`src/rtl/cpu_pkg.sv`:
```
// rtl/cpu_pkg.sv - shared CPU types, field widths and instruction layout
// Holds the sequencer state encoding, instruction field widths and bit
// positions, and the default halt opcode.
package cpu_pkg;

    localparam int ADDR_W  = 11;
    localparam int COND_W  = 3;
    localparam int OP_W    = 4;
    localparam int INSTR_W = 18;

    // Instruction word layout: {opcode, cond, address}
    localparam int ADDR_LSB = 0;
    localparam int COND_LSB = ADDR_LSB + ADDR_W;
    localparam int OP_LSB   = COND_LSB + COND_W;

    localparam logic [OP_W-1:0] HALT_OP_DEFAULT = 4'hF;

    typedef enum logic [1:0] {
        FETCH = 2'd0,
        EXEC  = 2'd1,
        HALT  = 2'd2
    } state_t;

endpackage

```
`src/rtl/pc_fetch_sequencer_if.sv`:
```
// rtl/pc_fetch_sequencer_if.sv - instruction memory request/acknowledge bus
// Ports (signals):
//   imemReq  : fetch request (sequencer -> memory)
//   imemAddr : fetch address (sequencer -> memory)
//   imemAck  : data valid this cycle (memory -> sequencer)
//   imemData : 18-bit instruction word (memory -> sequencer)
interface pc_fetch_sequencer_if;
    import cpu_pkg::*;

    logic               imemReq;
    logic [ADDR_W-1:0]  imemAddr;
    logic               imemAck;
    logic [INSTR_W-1:0] imemData;

    modport master (output imemReq, imemAddr, input imemAck, imemData);
    modport slave  (input imemReq, imemAddr, output imemAck, imemData);
endinterface

```
`src/rtl/flag_register.sv`:
```
// rtl/flag_register.sv - ZF/CF flag register fed by the ALU
// Ports:
//   clk, rst_n   : clock, asynchronous active-low reset
//   flagWe       : load both flags this cycle
//   aluZ, aluC   : ALU zero / carry results
//   zf, cf       : registered flags
module flag_register (
    input  logic clk,
    input  logic rst_n,
    input  logic flagWe,
    input  logic aluZ,
    input  logic aluC,
    output logic zf,
    output logic cf
);

    // A load in the same cycle as execDone only becomes visible next cycle,
    // so Jump always evaluates the flags as they were before this instruction.
    always_ff @(posedge clk or negedge rst_n) begin
        if (!rst_n) begin
            zf <= 1'b0;
            cf <= 1'b0;
        end else if (flagWe) begin
            zf <= aluZ;
            cf <= aluC;
        end
    end

endmodule

```
`src/rtl/pc_fetch_sequencer.sv`:
```
// rtl/pc_fetch_sequencer.sv - PC, instruction fetch, field decode and flags
// Ports:
//   clk, rst_n       : clock, asynchronous active-low reset
//   imem             : instruction memory bus (master side)
//   PC               : current program counter
//   IR, Address      : captured condition and address fields
//   opcode           : captured opcode
//   decodeValid      : fields hold a live instruction (EXEC)
//   execDone         : control unit finished the current instruction
//   jumpSignal       : branch taken, sampled with execDone
//   jumpAddress      : branch target
//   flagWe, aluZ/C   : flag load enable and ALU results
//   ZF, CF           : registered flags
//   halted           : sequencer stopped on HALT_OP
module pc_fetch_sequencer
    import cpu_pkg::*;
#(
    parameter logic [ADDR_W-1:0] RESET_PC = 11'd0,
    parameter logic [OP_W-1:0]   HALT_OP  = HALT_OP_DEFAULT
) (
    input  logic                 clk,
    input  logic                 rst_n,
    pc_fetch_sequencer_if.master imem,
    output logic [ADDR_W-1:0]    PC,
    output logic [COND_W-1:0]    IR,
    output logic [ADDR_W-1:0]    Address,
    output logic [OP_W-1:0]      opcode,
    output logic                 decodeValid,
    input  logic                 execDone,
    input  logic                 jumpSignal,
    input  logic [ADDR_W-1:0]    jumpAddress,
    input  logic                 flagWe,
    input  logic                 aluZ,
    input  logic                 aluC,
    output logic                 ZF,
    output logic                 CF,
    output logic                 halted
);

    state_t state;
    state_t nextState;

    logic [OP_W-1:0] fetchedOp;
    logic            fetchAccept;
    logic            execRetire;

    assign fetchedOp   = imem.imemData[OP_LSB +: OP_W];
    assign fetchAccept = (state == FETCH) && imem.imemAck;
    assign execRetire  = (state == EXEC) && execDone;

    always_ff @(posedge clk or negedge rst_n) begin
        if (!rst_n) begin
            state <= FETCH;
        end else begin
            state <= nextState;
        end
    end

    // imemReq is additionally qualified by rst_n so that it reads 0 while
    // reset is held, even though the reset state is FETCH.
    always_comb begin
        nextState     = state;
        imem.imemReq  = 1'b0;
        decodeValid   = 1'b0;
        halted        = 1'b0;
        case (state)
            FETCH: begin
                imem.imemReq = rst_n;
                if (imem.imemAck) begin
                    nextState = (fetchedOp == HALT_OP) ? HALT : EXEC;
                end
            end
            EXEC: begin
                decodeValid = 1'b1;
                if (execDone) begin
                    nextState = FETCH;
                end
            end
            HALT: begin
                halted = 1'b1;
            end
            default: begin
                nextState = FETCH;
            end
        endcase
    end

    assign imem.imemAddr = PC;

    always_ff @(posedge clk or negedge rst_n) begin
        if (!rst_n) begin
            PC      <= RESET_PC;
            IR      <= '0;
            Address <= '0;
            opcode  <= '0;
        end else begin
            if (fetchAccept) begin
                IR      <= imem.imemData[COND_LSB +: COND_W];
                Address <= imem.imemData[ADDR_LSB +: ADDR_W];
                opcode  <= fetchedOp;
            end
            if (execRetire) begin
                // PC+1 wraps naturally at the 11-bit width.
                PC <= jumpSignal ? jumpAddress : PC + 11'd1;
            end
        end
    end

    flag_register u_flags (
        .clk    (clk),
        .rst_n  (rst_n),
        .flagWe (flagWe),
        .aluZ   (aluZ),
        .aluC   (aluC),
        .zf     (ZF),
        .cf     (CF)
    );

endmodule

```
`src/flat_wrapper.sv`:
```
// flat-port wrapper written by rule: the top's interface ports become plain ports
module pc_fetch_sequencer_flat import cpu_pkg::*;
#(
    parameter logic [ADDR_W-1:0] RESET_PC = 11'd0,
    parameter logic [OP_W-1:0]   HALT_OP  = HALT_OP_DEFAULT
)
  (clk, rst_n, PC, IR, Address, opcode, decodeValid, execDone, jumpSignal, jumpAddress, flagWe, aluZ, aluC, ZF, CF, halted, imem_imemReq, imem_imemAddr, imem_imemAck, imem_imemData);
  pc_fetch_sequencer_if imem_i ();
  input  logic clk;
  input  logic rst_n;
  output logic [ADDR_W-1:0] PC;
  output logic [COND_W-1:0] IR;
  output logic [ADDR_W-1:0] Address;
  output logic [OP_W-1:0] opcode;
  output logic decodeValid;
  input  logic execDone;
  input  logic jumpSignal;
  input  logic [ADDR_W-1:0] jumpAddress;
  input  logic flagWe;
  input  logic aluZ;
  input  logic aluC;
  output logic ZF;
  output logic CF;
  output logic halted;
  output wire logic [$bits(imem_i.imemReq)-1:0] imem_imemReq;
  output wire logic [$bits(imem_i.imemAddr)-1:0] imem_imemAddr;
  input wire logic [$bits(imem_i.imemAck)-1:0] imem_imemAck;
  input wire logic [$bits(imem_i.imemData)-1:0] imem_imemData;
  assign imem_imemReq = imem_i.imemReq;
  assign imem_imemAddr = imem_i.imemAddr;
  assign imem_i.imemAck = imem_imemAck;
  assign imem_i.imemData = imem_imemData;
  pc_fetch_sequencer #(.RESET_PC(RESET_PC), .HALT_OP(HALT_OP)) u_core (.clk(clk), .rst_n(rst_n), .imem(imem_i), .PC(PC), .IR(IR), .Address(Address), .opcode(opcode), .decodeValid(decodeValid), .execDone(execDone), .jumpSignal(jumpSignal), .jumpAddress(jumpAddress), .flagWe(flagWe), .aluZ(aluZ), .aluC(aluC), .ZF(ZF), .CF(CF), .halted(halted));
endmodule
```
`config.mk`:
```
export PLATFORM = sky130hd
export DESIGN_NAME = pc_fetch_sequencer_flat
export DESIGN_NICKNAME = d
export VERILOG_FILES = /design/src/rtl/cpu_pkg.sv /design/src/rtl/pc_fetch_sequencer_if.sv /design/src/rtl/flag_register.sv /design/src/rtl/pc_fetch_sequencer.sv /design/src/flat_wrapper.sv
export SDC_FILE = /design/constraint.sdc
export NUM_CORES = 1
export LEC_CHECK = 0
export CORE_AREA = 3 3 71 73
export DETAILED_ROUTE_END_ITERATION = 8
export DIE_AREA = 0 0 74 76
export GPL_TIMING_DRIVEN = 0
export PLACE_DENSITY = 0.78
export SETUP_SLACK_MARGIN = 0.5
export SLEW_MARGIN = 25
export SYNTH_ARGS = -nofsm -noshare
export SYNTH_HDL_FRONTEND = slang
export SYNTH_SLANG_ARGS = --single-unit
export TNS_END_PERCENT = 1
```
`constraint.sdc`:
```
create_clock -name clk -period 1.21 [get_ports clk]
set_input_delay 0.363 -clock clk [delete_from_list [all_inputs] [get_ports clk]]
set_output_delay 0.363 -clock clk [all_outputs]
set_load 0.01 [all_outputs]
```
==> results.cfg, run 1 <==
[run_status]
status = complete, but fails checks
failed_checks = hold timing, setup timing

[sta]
clock_skew_ns = 0.00548
fin_setup_tns_ns = -7.72
fmaxAchievable_ghz = 0.678
final_max_slew_viol_count = 0
period_share_pct = 122
timing.final.ws_setup_ns = -0.265
worst_slew_pin_slew_ns = 0.281
setup_viol = 46
rsz0062_at_grt = true
final_hold_viol_count = 16
hold_ws_ns = -0.0885
min_period_ns = 1.47
slew_headroom_pct = 81.2

[power]
p_seq_share_pct = 33.8
leakage_nw = 1.25
powerDensity_mw_per_mm2 = 1760
power.switching_mw = 1.56
intPower_mw = 3.37
power_frac_clock_pct = 16.8
max-vdd-ir-drop_mv = 0.920
power.share.switching_pct = 31.6
power_frac_comb_pct = 49.4

[final_layout]
syn_to_final_growth_pct = 73.7
antenna_cells = 0
final_common_cell = buf_6
mostFrequentLayoutCells = buf_6 (40), clkdlybuf4s50_1 (31), dfrtp_1 (25)
fillCellCount = 375
fin_area_mm2 = 0.00279
drive_gt1_share_pct = 51.8
finalNetCount = 289

[cts]
clock_latency_ns = 0.28
cts_buffers = 5
clock-sinks = 33
clock_path_buffers = 2
htree_num_levels = 2
cts_tree = built
clkTransAtPathRegs_ns = 0.07
clockRootBuffer = clkbuf_8

[worst_setup_path]
rr_endpoint = u_core.Address[10]
timing.rr.start = u_core.state[0]
worstSetupPathType = register to output pin
end_kind = output pin
cpPeakStageDelay_ns = 0.42
crit_chain = buf_6 > nor3b_2 > buf_2
cp_top_family = flip-flops
r2r.worst_path.cells = 4
reg2reg_slack_ns = -0.26
worstSetupEndpoint = imem_imemReq
crit_start = u_core.state[1]
cp_slowest_cell = dfrtp_1
cp_max_fo = 4
cp.arrival_ns = 1.11
cp.depth = 3
cp.required_ns = 0.85
crit_path_start_kind = register
path_buf_inv = 2

[place]
placed_area_mm2 = 0.00253
gp_congestion = 0.786
place.detailed.hpwl_um = 3060
port_buffers = 81

[detailed_routing]
wire_per_inst_um = 14.3
drc = 0
firstDrtPassIters = 4
vias = 1519
vias_per_cell = 5.01
postRouteAntennaNets = 0
drtIter0Drc = 81
wirelength_um = 4340

[synthesis]
synth_nets = 182
ys_types = 30
syn_inst = 144
synth.avg_cell_area_um2 = 11.2
synth.ff_latch_count = 33
yosysSeqAreaShare_pct = 51.4
yosys_warnings = 0
synth_area_mm2 = 0.00161

[floorplan]
chipWidth_um = 74
rows = 24
core-area_mm2 = 0.00441
io-pin-count = 82
fp.dieArea_mm2 = 0.00562
die_height_um = 76
initial_core_util_pct = 36.4

[run]
maxCapViolations = 0

[min_path]
hold_path.class = input port to async pin

[global_route]
grt_pass1_vias = 1555
grt_max_degree = 19
grt_usage_pct = 15.8
antenna_found_initial = 0
grt_first_pass_wirelength_um = 7000
grt-ovfl-total = 0
power groups by stage:
stage / registers (mW) / clock network, mW / logic (mW)
2_1_floorplan: 1.83 / 0 / 0.782
3_3_place_gp: 1.72 / 0 / 2.01
3_5_place_dp: 1.73 / 0 / 2.05
4_1_cts: 1.64 / 0.864 / 2.27
5_1_grt: 1.70 / 0.918 / 2.64
6_report: 1.66 / 0.826 / 2.43
cells by family after synthesis:
group | after synthesis | synth area share, %
compound gates | 23 | 8.64
fa+ha+maj | 1 | 0.779
buf+inv | 20 | 8.10
simple gates | 43 | 14.5
flops | 33 | 51.4
mux | 24 | 16.6
what timing repair did:
item | CTS | global route
gates resized for setup | 210 | 18
endpoints found under the hold margin | 16 | 16
setup endpoints to repair | 78 | 78
pin swaps | 6 | 3
buffers inserted | 17 | 1
Yosys cell counts (all sizes together):
library cell / instances / area share (%)
dfrtp: 33 / 51
mux2: 21 / 15
buf: 17 / 7.4
nand2: 8 / 1.9
o22ai: 7 / 2.7
a21oi: 6 / 1.9
nand3: 6 / 1.9
nor2: 6 / 1.4
nor3: 6 / 1.9
o21ai: 5 / 1.6
nand4: 4 / 1.6
and3: 3 / 1.5
inv: 3 / 0.70
mux2i: 3 / 1.9
nor3b: 3 / 1.4
nor2b: 2 / 0.78
o21bai: 2 / 0.93
a22o: 1 / 0.55
a22oi: 1 / 0.47
a311oi: 1 / 0.55
and2: 1 / 0.39
and2b: 1 / 0.47
and3b: 1 / 0.55
ha: 1 / 0.78
nand3b: 1 / 0.47
nor4: 1 / 0.39
layer usage:
metal	track usage, %	vias to the layer above	wire, um
met4	5.80	0	72
met5	0	-	0
met1	17.6	720	1580
met3	5.41	9	421
met2	27.0	70	2270
li1	-	720	-
per-stage QoR:
stage          cells  utilization, %  hold slack, ns  setup WS [ns]  total power, mW
6_report         303            63.2         -0.0885         -0.265             4.92
3_3_place_gp     277            56.9           0.488          -1.99             3.73
2_1_floorplan    144               -          0.0674        -0.0790             2.61
4_1_cts          302            61.0         -0.0947         -0.274             4.77
5_1_grt          303            63.2         -0.0907         -0.324             5.26
3_5_place_dp     278            57.4           0.333         -0.902             3.78
how the worst min path moves through the flow:
stage	startpoint	endpoint	slack (ns)	cells after the start
after floorplan	rst_n	u_core.Address[0]	0.07	0
after global placement	u_core.Address[6]	u_core.Address[6]	0.49	1
after detailed placement	rst_n	u_core.Address[8]	0.33	1
after CTS	rst_n	u_core.state[0]	-0.09	1
after global routing	rst_n	u_core.Address[9]	-0.09	1
final	rst_n	u_core.PC[9]	-0.09	1
area by class of cell:
class	instances	area (um2)	area share (%)
buffer	17	173	6.19
clock buffer	7	86.3	3.09
inverter	3	11.3	0.404
multi-input combinational	91	716	25.7
sequential	33	836	30.0
tap	52	65.1	2.33
timing repair buffer	100	903	32.4
registers in the layout (all words and copies together) (netlist names):
name,flops
u_core.IR,3
u_core.u_flags.zf,1
u_core.state,2
u_core.opcode,4
u_core.PC,11
u_core.Address,11
u_core.u_flags.cf,1
Power figures use the tool's default switching activity.
==> inputs of run 2 (changes only) <==
--- a/config.mk
+++ b/config.mk
@@ -5,11 +5,13 @@
 export SDC_FILE = /design/constraint.sdc
 export NUM_CORES = 1
 export LEC_CHECK = 0
-export CORE_AREA = 3 3 71 73
+export CELL_PAD_IN_SITES_DETAIL_PLACEMENT = 0
+export CELL_PAD_IN_SITES_GLOBAL_PLACEMENT = 1
+export CORE_AREA = 3 3 83 85
 export DETAILED_ROUTE_END_ITERATION = 8
-export DIE_AREA = 0 0 74 76
+export DIE_AREA = 0 0 86 88
 export GPL_TIMING_DRIVEN = 0
-export PLACE_DENSITY = 0.78
+export PLACE_DENSITY = 0.77
 export SETUP_SLACK_MARGIN = 0.5
 export SLEW_MARGIN = 25
 export SYNTH_ARGS = -nofsm -noshare
==> run 2 against run 1 <==
The flow still finishes with violations (hold timing, setup timing). Global-route usage decreased by 3.7 points. Maximum frequency decreased by 1.5%. Worst setup slack got worse by 0.023 ns. Count of clock-buffer cells in the layout decreased by 1. Wire length increased by 2.6%. Combinational power decreased by 4%. Utilization decreased by 18 points. Largest power group unchanged. Die area increased by 35%. Final area increased by 1.0%. First-iteration DRC count decreased by 47%. Sequential cell count unchanged. Power increased by 3.3%.
==> results.cfg, run 2 (synthesis gave the netlist of run 1 again) <==
[sta]
final_hold_viol_count = 12
timing.final.ws_setup_ns = -0.287
period_share_pct = 124
clock_skew_ns = 0.00409
min_period_ns = 1.50
hold_ws_ns = -0.108
worst_slew_pin_slew_ns = 0.306
setup_viol = 44
slew_headroom_pct = 79.6
final_max_slew_viol_count = 0
rsz0062_at_grt = true
fmaxAchievable_ghz = 0.668

[global_route]
grt_pass1_vias = 1546
grt_first_pass_wirelength_um = 7200
grt_max_degree = 23
antenna_found_initial = 0
grt_usage_pct = 12.1
grt-ovfl-total = 0

[run_status]
status = complete, but fails checks
failed_checks = hold timing, setup timing

[power]
max-vdd-ir-drop_mv = 1.08
powerDensity_mw_per_mm2 = 1800
leakage_nw = 1.24

[cts]
clkTransAtPathRegs_ns = 0.07
clockRootBuffer = clkbuf_8
cts_tree = built
htree_num_levels = 2
cts_buffers = 5
clock_path_buffers = 2
clock_latency_ns = 0.28
clock-sinks = 33

[place]
placed_area_mm2 = 0.00256
place.detailed.hpwl_um = 3300
gp_congestion = 0.778
port_buffers = 81

[worst_setup_path]
end_kind = output pin
crit_start = u_core.state[1]
path_buf_inv = 2
cp.arrival_ns = 1.13
cpPeakStageDelay_ns = 0.39
reg2reg_slack_ns = -0.20
r2r.worst_path.cells = 6
crit_path_start_kind = register
worstSetupPathType = register to output pin
cp_slowest_cell = dfrtp_1
cp_top_family = flip-flops
crit_chain = buf_6 > and2b_1 > buf_2
cp.required_ns = 0.85
cp_max_fo = 5
timing.rr.start = u_core.PC[0]
rr_endpoint = u_core.PC[7]

[final_layout]
post-route-util_pct = 44.9
final_common_cell = buf_6
finalNetCount = 283
mostFrequentLayoutCells = buf_6 (36), clkdlybuf4s50_1 (30), buf_2 (24), dfrtp_1 (24), mux2_2 (18)
antenna_cells = 0
drive_gt1_share_pct = 52.4
fillCellCount = 616
syn_to_final_growth_pct = 75.5
top_regs = u_core.Address x11, u_core.PC x11, u_core.opcode x4
fin_area_mm2 = 0.00282

[detailed_routing]
wire_per_inst_um = 13.8
vias_per_cell = 4.68
postRouteAntennaNets = 0
drtIter0Drc = 43
drc = 0
wirelength_um = 4460
firstDrtPassIters = 4
vias = 1511

[floorplan]
io-pin-count = 82
core-area_mm2 = 0.00628
fp.dieArea_mm2 = 0.00757
rows = 29
chipWidth_um = 86
die_height_um = 88
initial_core_util_pct = 25.6

[min_path]
hold_path.class = input port to async pin

[run]
maxCapViolations = 0
-- run 2: worst max path at each step --
stage	to	slack (ns)	depth (start not counted)
after floorplan	u_core.PC[7]	-0.08	5
after global placement	imem_imemReq	-2.06	3
after detailed placement	imem_imemReq	-0.87	4
after CTS	decodeValid	-0.30	3
after global routing	decodeValid	-0.34	3
final	decodeValid	-0.29	3
-- run 2: power breakdown --
part           total [mW]  switching [mW]  internal, mW
combinational        2.33           0.931          1.40
sequential           1.67           0.237          1.43
clock                1.09           0.418         0.670
-- run 2: repair_timing --
action | in CTS | in global routing
endpoints found under the hold margin | 12 | 12
setup endpoints to repair | 78 | 78
setup buffers | 12 | 0
resized for setup | 215 | 12
pin swaps | 6 | 2
-- run 2: through the flow --
stage          hold WS, ns  TNS [ns]  total power [mW]  cells  setup slack [ns]
5_1_grt             -0.115     -8.25              5.41    323            -0.342
3_5_place_dp         0.308    -20.85              3.80    303            -0.873
2_1_floorplan       0.0674    -0.779              2.61    144           -0.0790
4_1_cts             -0.118     -6.00              5.03    323            -0.297
3_3_place_gp         0.489    -56.76              3.76    302             -2.06
6_report            -0.108     -5.78              5.08    323            -0.287
-- run 2: area by class of cell --
type,count,area [um2],share of cell area [%]
Clock buffer,6,82.6,2.93
Multi-Input combinational cell,91,737,26.1
Inverter,3,11.3,0.399
Sequential cell,33,837,29.7
Buffer,17,174,6.17
Timing Repair Buffer,94,843,29.9
Tap cell,77,96.3,3.42
Clock inverter,2,37.5,1.33
-- run 2: layer usage --
| layer | part of all wire (%) | global-route usage, % |
|---|---|---|
| met3 | 9.9 | 4.80 |
| met5 | 0 | 0 |
| met4 | 1.2 | 3.60 |
| met2 | 49 | 21.4 |
| met1 | 40 | 13.4 |
-- run 2: worst reg2reg max path, cell delays in order, from the launching register on --
cell     delay, ns
dfrtp_2       0.44
buf_6         0.14
and3_1        0.16
buf_6         0.13
nand4_1       0.09
mux2_4        0.30
nor2_1        0.08
